File: src/rtl/wallace8_spst_mult_pipe3_if.sv
// Streaming operand/product bus for wallace8_spst_mult_pipe3.
//   en      : input-valid strobe (master -> slave)
//   a_i     : 8-bit unsigned multiplicand (master -> slave)
//   b_i     : 8-bit unsigned multiplier (master -> slave)
//   p_o     : 16-bit unsigned product (slave -> master)
//   valid_o : p_o holds a fresh product this cycle (slave -> master)
interface wallace8_spst_mult_pipe3_if;
    logic        en;
    logic [7:0]  a_i;
    logic [7:0]  b_i;
    logic [15:0] p_o;
    logic        valid_o;

    modport master (
        output en, a_i, b_i,
        input  p_o, valid_o
    );

    modport slave (
        input  en, a_i, b_i,
        output p_o, valid_o
    );
endinterface

File: src/rtl/wallace8_spst_mult_pipe3.sv
// Unsigned 8x8 -> 16 streaming multiplier, three register stages:
// operand capture, Wallace carry-save reduction, final carry-propagate add.
// Registers that would carry no useful work are frozen (zero operands,
// all-zero upper nibbles) without changing the product seen on p_o.
//   clk : rising-edge clock
//   rst : asynchronous active-high reset
//   bus : slave side of wallace8_spst_mult_pipe3_if (en/a_i/b_i in, p_o/valid_o out)
module wallace8_spst_mult_pipe3 (
    input  logic                        clk,
    input  logic                        rst,
    wallace8_spst_mult_pipe3_if.slave   bus
);
    localparam int unsigned OP_W  = 8;
    localparam int unsigned NIB_W = 4;
    localparam int unsigned P_W   = 16;

    // 3:2 compressor across a whole row: returns {carry << 1, sum}
    function automatic logic [2*P_W-1:0] csa(
        input logic [P_W-1:0] x,
        input logic [P_W-1:0] y,
        input logic [P_W-1:0] z
    );
        logic [P_W-1:0] s;
        logic [P_W-1:0] c;
        s = x ^ y ^ z;
        c = ((x & y) | (x & z) | (y & z)) << 1;
        return {c, s};
    endfunction

    // ---------------- S1: operand capture ----------------
    logic             zero_in_c;
    logic             hz_in_c;
    logic [NIB_W-1:0] a_lo, b_lo, a_hi, b_hi;
    logic             v1, zero1, hz1;

    assign zero_in_c = (bus.a_i == '0) || (bus.b_i == '0);
    assign hz_in_c   = (bus.a_i[OP_W-1:NIB_W] == '0) && (bus.b_i[OP_W-1:NIB_W] == '0);

    // Upper nibbles only reload when they are non-zero, so the upper
    // partial-product rows stay quiet through runs of small operands.
    always_ff @(posedge clk or posedge rst) begin
        if (rst) begin
            a_lo  <= '0;
            b_lo  <= '0;
            a_hi  <= '0;
            b_hi  <= '0;
            v1    <= 1'b0;
            zero1 <= 1'b0;
            hz1   <= 1'b0;
        end else begin
            v1 <= bus.en;
            if (bus.en) begin
                a_lo  <= bus.a_i[NIB_W-1:0];
                b_lo  <= bus.b_i[NIB_W-1:0];
                zero1 <= zero_in_c;
                hz1   <= hz_in_c;
                if (!hz_in_c) begin
                    a_hi <= bus.a_i[OP_W-1:NIB_W];
                    b_hi <= bus.b_i[OP_W-1:NIB_W];
                end
            end
        end
    end

    // ---------------- S2: partial products + Wallace reduction ----------------
    logic [OP_W-1:0] a_full, b_full;
    logic [P_W-1:0]  row [OP_W];
    logic [P_W-1:0]  lrow [NIB_W];
    logic [P_W-1:0]  s10, c10, s11, c11, s20, c20, s21, c21, s30, c30, full_s, full_c;
    logic [P_W-1:0]  ls1, lc1, lo_s, lo_c;

    assign a_full = {a_hi, a_lo};
    assign b_full = {b_hi, b_lo};

    // Full 8-row tree: 8 -> 6 -> 4 -> 3 -> 2 rows
    always_comb begin
        for (int unsigned j = 0; j < OP_W; j++) begin
            row[j] = b_full[j] ? (P_W'(a_full) << j) : '0;
        end
        {c10, s10}       = csa(row[0], row[1], row[2]);
        {c11, s11}       = csa(row[3], row[4], row[5]);
        {c20, s20}       = csa(s10, c10, s11);
        {c21, s21}       = csa(c11, row[6], row[7]);
        {c30, s30}       = csa(s20, c20, s21);
        {full_c, full_s} = csa(s30, c30, c21);
    end

    // Low-nibble 4x4 tree used when both upper nibbles are zero: 4 -> 3 -> 2
    always_comb begin
        for (int unsigned j = 0; j < NIB_W; j++) begin
            lrow[j] = b_lo[j] ? (P_W'(a_lo) << j) : '0;
        end
        {lc1, ls1}   = csa(lrow[0], lrow[1], lrow[2]);
        {lo_c, lo_s} = csa(ls1, lc1, lrow[3]);
    end

    logic [P_W-1:0] sum2, carry2;
    logic           v2, zero2;

    // sum/carry hold whenever the product is known to be zero
    always_ff @(posedge clk or posedge rst) begin
        if (rst) begin
            sum2   <= '0;
            carry2 <= '0;
            v2     <= 1'b0;
            zero2  <= 1'b0;
        end else begin
            v2 <= v1;
            if (v1) begin
                zero2 <= zero1;
                if (!zero1) begin
                    sum2   <= hz1 ? lo_s : full_s;
                    carry2 <= hz1 ? lo_c : full_c;
                end
            end
        end
    end

    // ---------------- S3: final carry-propagate add ----------------
    logic [P_W-1:0] p_q;
    logic           valid_q;

    always_ff @(posedge clk or posedge rst) begin
        if (rst) begin
            p_q     <= '0;
            valid_q <= 1'b0;
        end else begin
            valid_q <= v2;
            if (v2) begin
                p_q <= zero2 ? '0 : P_W'(sum2 + carry2);
            end
        end
    end

    assign bus.p_o     = p_q;
    assign bus.valid_o = valid_q;

endmodule

File: src/flat_wrapper.sv
// flat-port wrapper written by rule: the top's interface ports become plain ports
module wallace8_spst_mult_pipe3_flat 
  (clk, rst, bus_en, bus_a_i, bus_b_i, bus_p_o, bus_valid_o);
  wallace8_spst_mult_pipe3_if bus_i ();
  input  logic clk;
  input  logic rst;
  input wire logic [$bits(bus_i.en)-1:0] bus_en;
  input wire logic [$bits(bus_i.a_i)-1:0] bus_a_i;
  input wire logic [$bits(bus_i.b_i)-1:0] bus_b_i;
  output wire logic [$bits(bus_i.p_o)-1:0] bus_p_o;
  output wire logic [$bits(bus_i.valid_o)-1:0] bus_valid_o;
  assign bus_i.en = bus_en;
  assign bus_i.a_i = bus_a_i;
  assign bus_i.b_i = bus_b_i;
  assign bus_p_o = bus_i.p_o;
  assign bus_valid_o = bus_i.valid_o;
  wallace8_spst_mult_pipe3 u_core (.clk(clk), .rst(rst), .bus(bus_i));
endmodule
File: config.mk
export PLATFORM = sky130hd
export DESIGN_NAME = wallace8_spst_mult_pipe3_flat
export DESIGN_NICKNAME = d
export VERILOG_FILES = /design/src/rtl/wallace8_spst_mult_pipe3_if.sv /design/src/rtl/wallace8_spst_mult_pipe3.sv /design/src/flat_wrapper.sv
export SDC_FILE = /design/constraint.sdc
export NUM_CORES = 1
export LEC_CHECK = 0
export CORE_MARGIN = 2
export CORE_UTILIZATION = 30
export CTS_CLUSTER_DIAMETER = 80
export CTS_CLUSTER_SIZE = 40
export DETAILED_ROUTE_END_ITERATION = 8
export PLACE_DENSITY_LB_ADDON = 0.3
export SLEW_MARGIN = 15
export SYNTH_ARGS = -nofsm -noshare
export SYNTH_HDL_FRONTEND = slang
export SYNTH_SLANG_ARGS = --single-unit
export TNS_END_PERCENT = 20
File: constraint.sdc
create_clock -name clk -period 3 [get_ports clk]
set_clock_uncertainty 0.2 [all_clocks]
set_input_delay 0.6 -clock clk [delete_from_list [all_inputs] [get_ports clk]]
set_output_delay 0.6 -clock clk [all_outputs]
set_load 0.02 [all_outputs]
## Yosys cells after proc, flatten, opt, wreduce, memory -nomap -nowiden

Cells that the tools add are included.

| word-level totals | value |
|---|---|
| memory bits (read-only) | 0 |
| memories | 0 |
| register bits | 70 |
| RAM bits | 0 |
| bits in latches | 0 |
| input port bits | 19 |

| cells by class | value |
|---|---|
| reductions and logical operators | 8 |
| multipliers | 0 |
| multiplexer cells | 15 |
| shift-type cells | 0 |
| equal/unequal tests | 0 |
| add/sub/neg operators | 1 |
| magnitude comparators | 0 |
| divide/modulo/power cells | 0 |
| bitwise operators | 58 |

Operators by type and width:

| cell | number |
|---|---|
| $and 15x15->15 | 24 |
| $or 15x15->15 | 16 |
| $xor 16x16->16 | 11 |
| $mux 16 | 3 |
| $add 16x16->16 | 1 |
| $logic_not 8->1 | 2 |
| $xor 16x10->16 | 1 |
| $xor 16x13->16 | 1 |
| $xor 16x14->16 | 1 |
| $xor 16x15->16 | 1 |
| $xor 16x6->16 | 1 |
| $mux 15 | 1 |
| $mux 14 | 1 |
| $mux 13 | 1 |
| $mux 12 | 1 |
| $mux 11 | 1 |
| $mux 10 | 1 |
| $mux 9 | 1 |
| $logic_not 4->1 | 2 |
| $mux 8 | 1 |
| $mux 7 | 1 |
| $mux 6 | 1 |
| $mux 5 | 1 |
| $mux 4 | 1 |
| 4 further kinds | 6 |

## Depth between registers and ports, before layout

| depth | value |
|---|---|
| depth after elaboration | 14 |
| depth in mapped cells | 13 |

## Least setup slack after synthesis

No wires, ideal clock.

| timing | value |
|---|---|
| path type | flip-flop to flip-flop |
| start point | register u_core.a_hi[0] |
| end point | register u_core.sum2[9] |
| data arrival time | 2.867 ns |
| period minus slack after synthesis | 3.162 ns |
| path buffers | 1 |
| setup slack | -0.162 ns |
| setup time | 0.096 ns |
| stages on the path, launching flop included | 10 |
| cells stage by stage | dfrtp_1 -> clkbuf_1 -> nand2_1 -> fa_1 -> fa_1 -> inv_1 -> fa_1 -> inv_1 -> fa_1 -> o31ai_1 |

| on the way | value |
|---|---|
| cells in the longest elaborated chain, start to end | 13 |

Ends and longest elaborated chain:

| what | RTL line | text |
|---|---|---|
| start: declaration | wallace8_spst_mult_pipe3.sv:33 | `logic [NIB_W-1:0] a_lo, b_lo, a_hi, b_hi;` |
| start signal: assignment | wallace8_spst_mult_pipe3.sv:58 | `a_hi <= bus.a_i[OP_W-1:NIB_W];` |
| $mux 10 | wallace8_spst_mult_pipe3.sv:78 | `row[j] = b_full[j] ? (P_W'(a_full) << j) : '0;` |
| $and 15x15->15 | wallace8_spst_mult_pipe3.sv:26 | `c = ((x & y) \| (x & z) \| (y & z)) << 1;` |
| $or 15x15->15 (2 in series) | wallace8_spst_mult_pipe3.sv:26 |  |
| $and 15x15->15 | wallace8_spst_mult_pipe3.sv:26 |  |
| $or 15x15->15 (2 in series) | wallace8_spst_mult_pipe3.sv:26 |  |
| $and 15x15->15 | wallace8_spst_mult_pipe3.sv:26 |  |
| $or 15x15->15 (2 in series) | wallace8_spst_mult_pipe3.sv:26 |  |
| $xor 16x16->16 | wallace8_spst_mult_pipe3.sv:25 | `s = x ^ y ^ z;` |
| $xor 16x16->16 (*) | wallace8_spst_mult_pipe3.sv:25 |  |
| $mux 16 (*) | wallace8_spst_mult_pipe3.sv:112 | `sum2 <= hz1 ? lo_s : full_s;` |
| end signal: assignment | wallace8_spst_mult_pipe3.sv:112 |  |
| end: declaration | wallace8_spst_mult_pipe3.sv:97 | `logic [P_W-1:0] sum2, carry2;` |

Mark *: on every way between the ends. The rest lies on a longest branch, timed or not.
A chain may end at the register's enable or synchronous reset.

## Worst setup path in the final report

| timing | value |
|---|---|
| start point | register u_core.a_hi[1] |
| end point | register u_core.sum2[8] |

| on the way | value |
|---|---|
| cells in the longest elaborated chain, start to end | 13 |

Ends and longest elaborated chain:

| what | RTL line |
|---|---|
| $mux 8 | wallace8_spst_mult_pipe3.sv:78 |
| $and 15x15->15 | wallace8_spst_mult_pipe3.sv:26 |
| $or 15x15->15 (2 in series) | wallace8_spst_mult_pipe3.sv:26 |
| $and 15x15->15 | wallace8_spst_mult_pipe3.sv:26 |
| $or 15x15->15 (2 in series) | wallace8_spst_mult_pipe3.sv:26 |
| $and 15x15->15 | wallace8_spst_mult_pipe3.sv:26 |
| $or 15x15->15 (2 in series) | wallace8_spst_mult_pipe3.sv:26 |
| $xor 16x16->16 (*) (2 in series) | wallace8_spst_mult_pipe3.sv:25 |
| $mux 16 (*) | wallace8_spst_mult_pipe3.sv:112 |

Marked as above.

==> metrics.yaml <==
outcome: "complete, but fails checks"
violations: "setup timing"
hp-start: "u_core.v1$_DFF_PP0_"
cpMaxStageDelayCell: "fa_1"
start_util: 0.3027
max_stage_delay_ps: 540
grt_pass1_vias: 3367
rr_startpoint: "u_core.a_hi[1]$_DFFE_PP0P_"
h-tree-depth: 3
post-dp-hpwl_um: 7366
drive_above_1_share: 0.2015
dieWidth_um: 127.2
relSlewSlack: 0.3461
nets: 604
drc: 0
setup_viol: 3
synthMostInstantiatedCell: "nand2_1"
fin_crit_sh: 1.012
netlist_instances: 462
synth-seq-cells: 66
avgSynthCellArea_um2: 9.850
reg2reg_depth: 8
grt_max_degree: 67
irDropWorstVdd_mv: 0.2676
hp-class: "reg2reg"
wl_um: 9649
clk_latency_ps: 340
io_buffers: 35
clkSinkCount: 66
synth_ff_type: "dfrtp_1"
yosys_warnings: 0
hold_end: "u_core.v2$_DFF_PP0_"
rsz0062_at_grt: "true"
die_area_um2: 16170
grt_antenna_before_repair: 0
ys_seq_area_frac: 0.3629
cp-end-kind: "flip-flop"
crit_type: "reg2reg"
stdcell_count: 709
yosysTopAreaCellShare: 0.3629
drv_cap: 0
viasPerCell: 4.512
power.density_nw_per_um2: 709.4
dr.pass1.iters: 4
cp_max_fo: 6
cts_tree: "yes"
async_flop_share: 1.000
crit_top_cell: "fa_1"
gp_congestion: 0.8418
fmax_ghz: 0.3295
synth_commonest_cells: "nand2_1 (97), dfrtp_1 (66), inv_1 (46)"
setup_ws_ps: -35.30
grt_overflow: 0
die_h_um: 127.2
tightest_slew_ps: 980.9
grtUsageTotal: 0.1317
fin_tns_setup_ps: -93.92
netlist_area_um2: 4551
ios: 36
drt_iter0_drc: 127
path_cells: "nand2_1 > fa_2 > fa_1 > inv_1 > fa_1 > inv_1 > fa_1 > o31ai_2"
cts_root_buffer: "clkbuf_16"
post-synth-top-area-cell: "dfrtp_1"
grt_pass1_wl_um: 16960
min_period_ps: 3035
leakagePower_nw: 2.611
cts_buffers: 9
ys_types: 39
num_vias: 3199
clkSlewWorstSetupHoldPaths_ps: 60
cp.arrival_ps: 3080
drv_slew: 0
worstReg2RegEnd: "u_core.sum2[8]$_DFFE_PP0P_"
reg2reg_slack_ps: -40
area_growth_pct: 26.64
synth_edf_count: 0
cp.required_ps: 3050
synthTopCellsByArea: "dfrtp_1 (36%), fa_1 (18%), nand2_1 (8.0%)"
whs_ps: 202.0
antenna_cells: 0
core_um2: 15030
dp.cells: 686
syn_nets: 550
hold_viol_final: 0
fillers: 1491
hold_depth: 0
final_antenna_net_count: 0
clock_path_buffers: 2
start_kind: "flip-flop"
core.rowCount: 45
cts_hold_repair.buffers: 0
wl_per_cell_um: 13.61
[per-layer routing]
layer	wire length, µm	GRT usage
met1	4697	0.1803
met2	4449	0.2090
met3	359	0.03141
met4	142	0.03878
met5	0	0
[registers in the layout, indices dropped and copies added (netlist names)]
register            flops
u_core.b_lo             4
u_core.sum2            15
u_core.bus.valid_o      1
u_core.bus.p_o         16
u_core.v2               1
u_core.v1               1
u_core.b_hi             4
u_core.a_lo             4
u_core.a_hi             4
u_core.zero2            1
u_core.hz1              1
u_core.carry2          13
u_core.zero1            1
[repair_timing]
item / CTS / global route
setup buffers: 5 / 2
pin swaps: 12 / 18
resized for setup: 27 / 17
setup endpoints to repair: 12 / 12
[critical path: cells and delay by family (launching register included)]
kind | cells | cell delay [ps]
and+or+nand+nor | 1 | 100
DFF | 1 | 440
buffers and inverters | 2 | 100
AOI/OAI and AO/OA | 1 | 170
adders and majority gates | 4 | 1940
[cells by family (layout without fill, tap and decap cells)]
logic type / count (synthesis) / in the layout / share of synthesized area
AO/OA/AOI/OAI: 71 / 71 / 0.09816
XOR/XNOR: 9 / 9 / 0.01732
adder cells (fa/ha/maj): 69 / 69 / 0.2574
buffers and inverters: 71 / 130 / 0.05884
flip-flops: 66 / 66 / 0.3629
multiplexers: 18 / 18 / 0.04289
AND/OR/NAND/NOR: 158 / 158 / 0.1625
[worst max-delay path by stage]
stage / from / end
detailed placement: u_core.b_lo[2]$_DFFE_PP0P_ / u_core.sum2[6]$_DFFE_PP0P_
CTS: u_core.b_hi[0]$_DFFE_PP0P_ / u_core.sum2[6]$_DFFE_PP0P_
global route: u_core.b_hi[0]$_DFFE_PP0P_ / u_core.sum2[8]$_DFFE_PP0P_
floorplan: u_core.b_lo[3]$_DFFE_PP0P_ / u_core.sum2[9]$_DFFE_PP0P_
finish: u_core.a_hi[1]$_DFFE_PP0P_ / u_core.sum2[8]$_DFFE_PP0P_
global placement: u_core.a_lo[2]$_DFFE_PP0P_ / u_core.sum2[6]$_DFFE_PP0P_
[cell type report]
| type | count | area (µm²) | share of cell area |
|---|---|---|---|
| multi-input combinational | 325 | 2729 | 0.4735 |
| sequential | 66 | 1664 | 0.2888 |
| timing repair buffer | 67 | 606.8 | 0.1053 |
| clock buffer | 10 | 239.0 | 0.04147 |
| tap | 188 | 235.2 | 0.04082 |
| inverter | 47 | 176.4 | 0.03061 |
| clock inverter | 6 | 112.6 | 0.01954 |
[power breakdown]
group | internal [mW] | switching [mW]
sequential | 1.09 | 0.154
combinational | 0.768 | 0.832
clock | 0.837 | 0.404
total | 2.70 | 1.39
[cell usage in the layout, fill, tap and decap left out, drive strengths merged]
cell type,count
a22oi,1
clkinv,2
nand2,97
or3,1
o22ai,12
o21a,1
fa,41
a31o,1
o31ai,8
and2,30
bufinv,3
a21boi,1
or4,5
inv,48
nand4,3
clkdlybuf4s50,35
nor2b,2
ha,28
mux2,12
buf,32
o211ai,2
o21bai,1
and3,1
a31oi,4
mux2i,6
o21ai,26
clkbuf,10
o2111ai,1
dfrtp,66
nand3,4
a211oi,1
xnor2,5
xor2,4
a21o,4
nand2b,12
a21oi,8
nor2,3
[per-stage QoR]
| step | total power [mW] | utilization | worst slack [ps] | cell area [µm²] |
|---|---|---|---|---|
| after floorplan | 2.236 | - | -1.637 | 4582 |
| final | 4.088 | 0.3834 | -35.30 | 5763 |
| after CTS | 4.070 | 0.3793 | -67.60 | 5702 |
| after detailed placement | 2.740 | 0.3489 | -201.0 | 5245 |
| after global routing | 4.415 | 0.3834 | -135.3 | 5763 |
| after global placement | 2.701 | 0.3489 | -104.3 | 5245 |
Power figures use the tool's default switching activity.
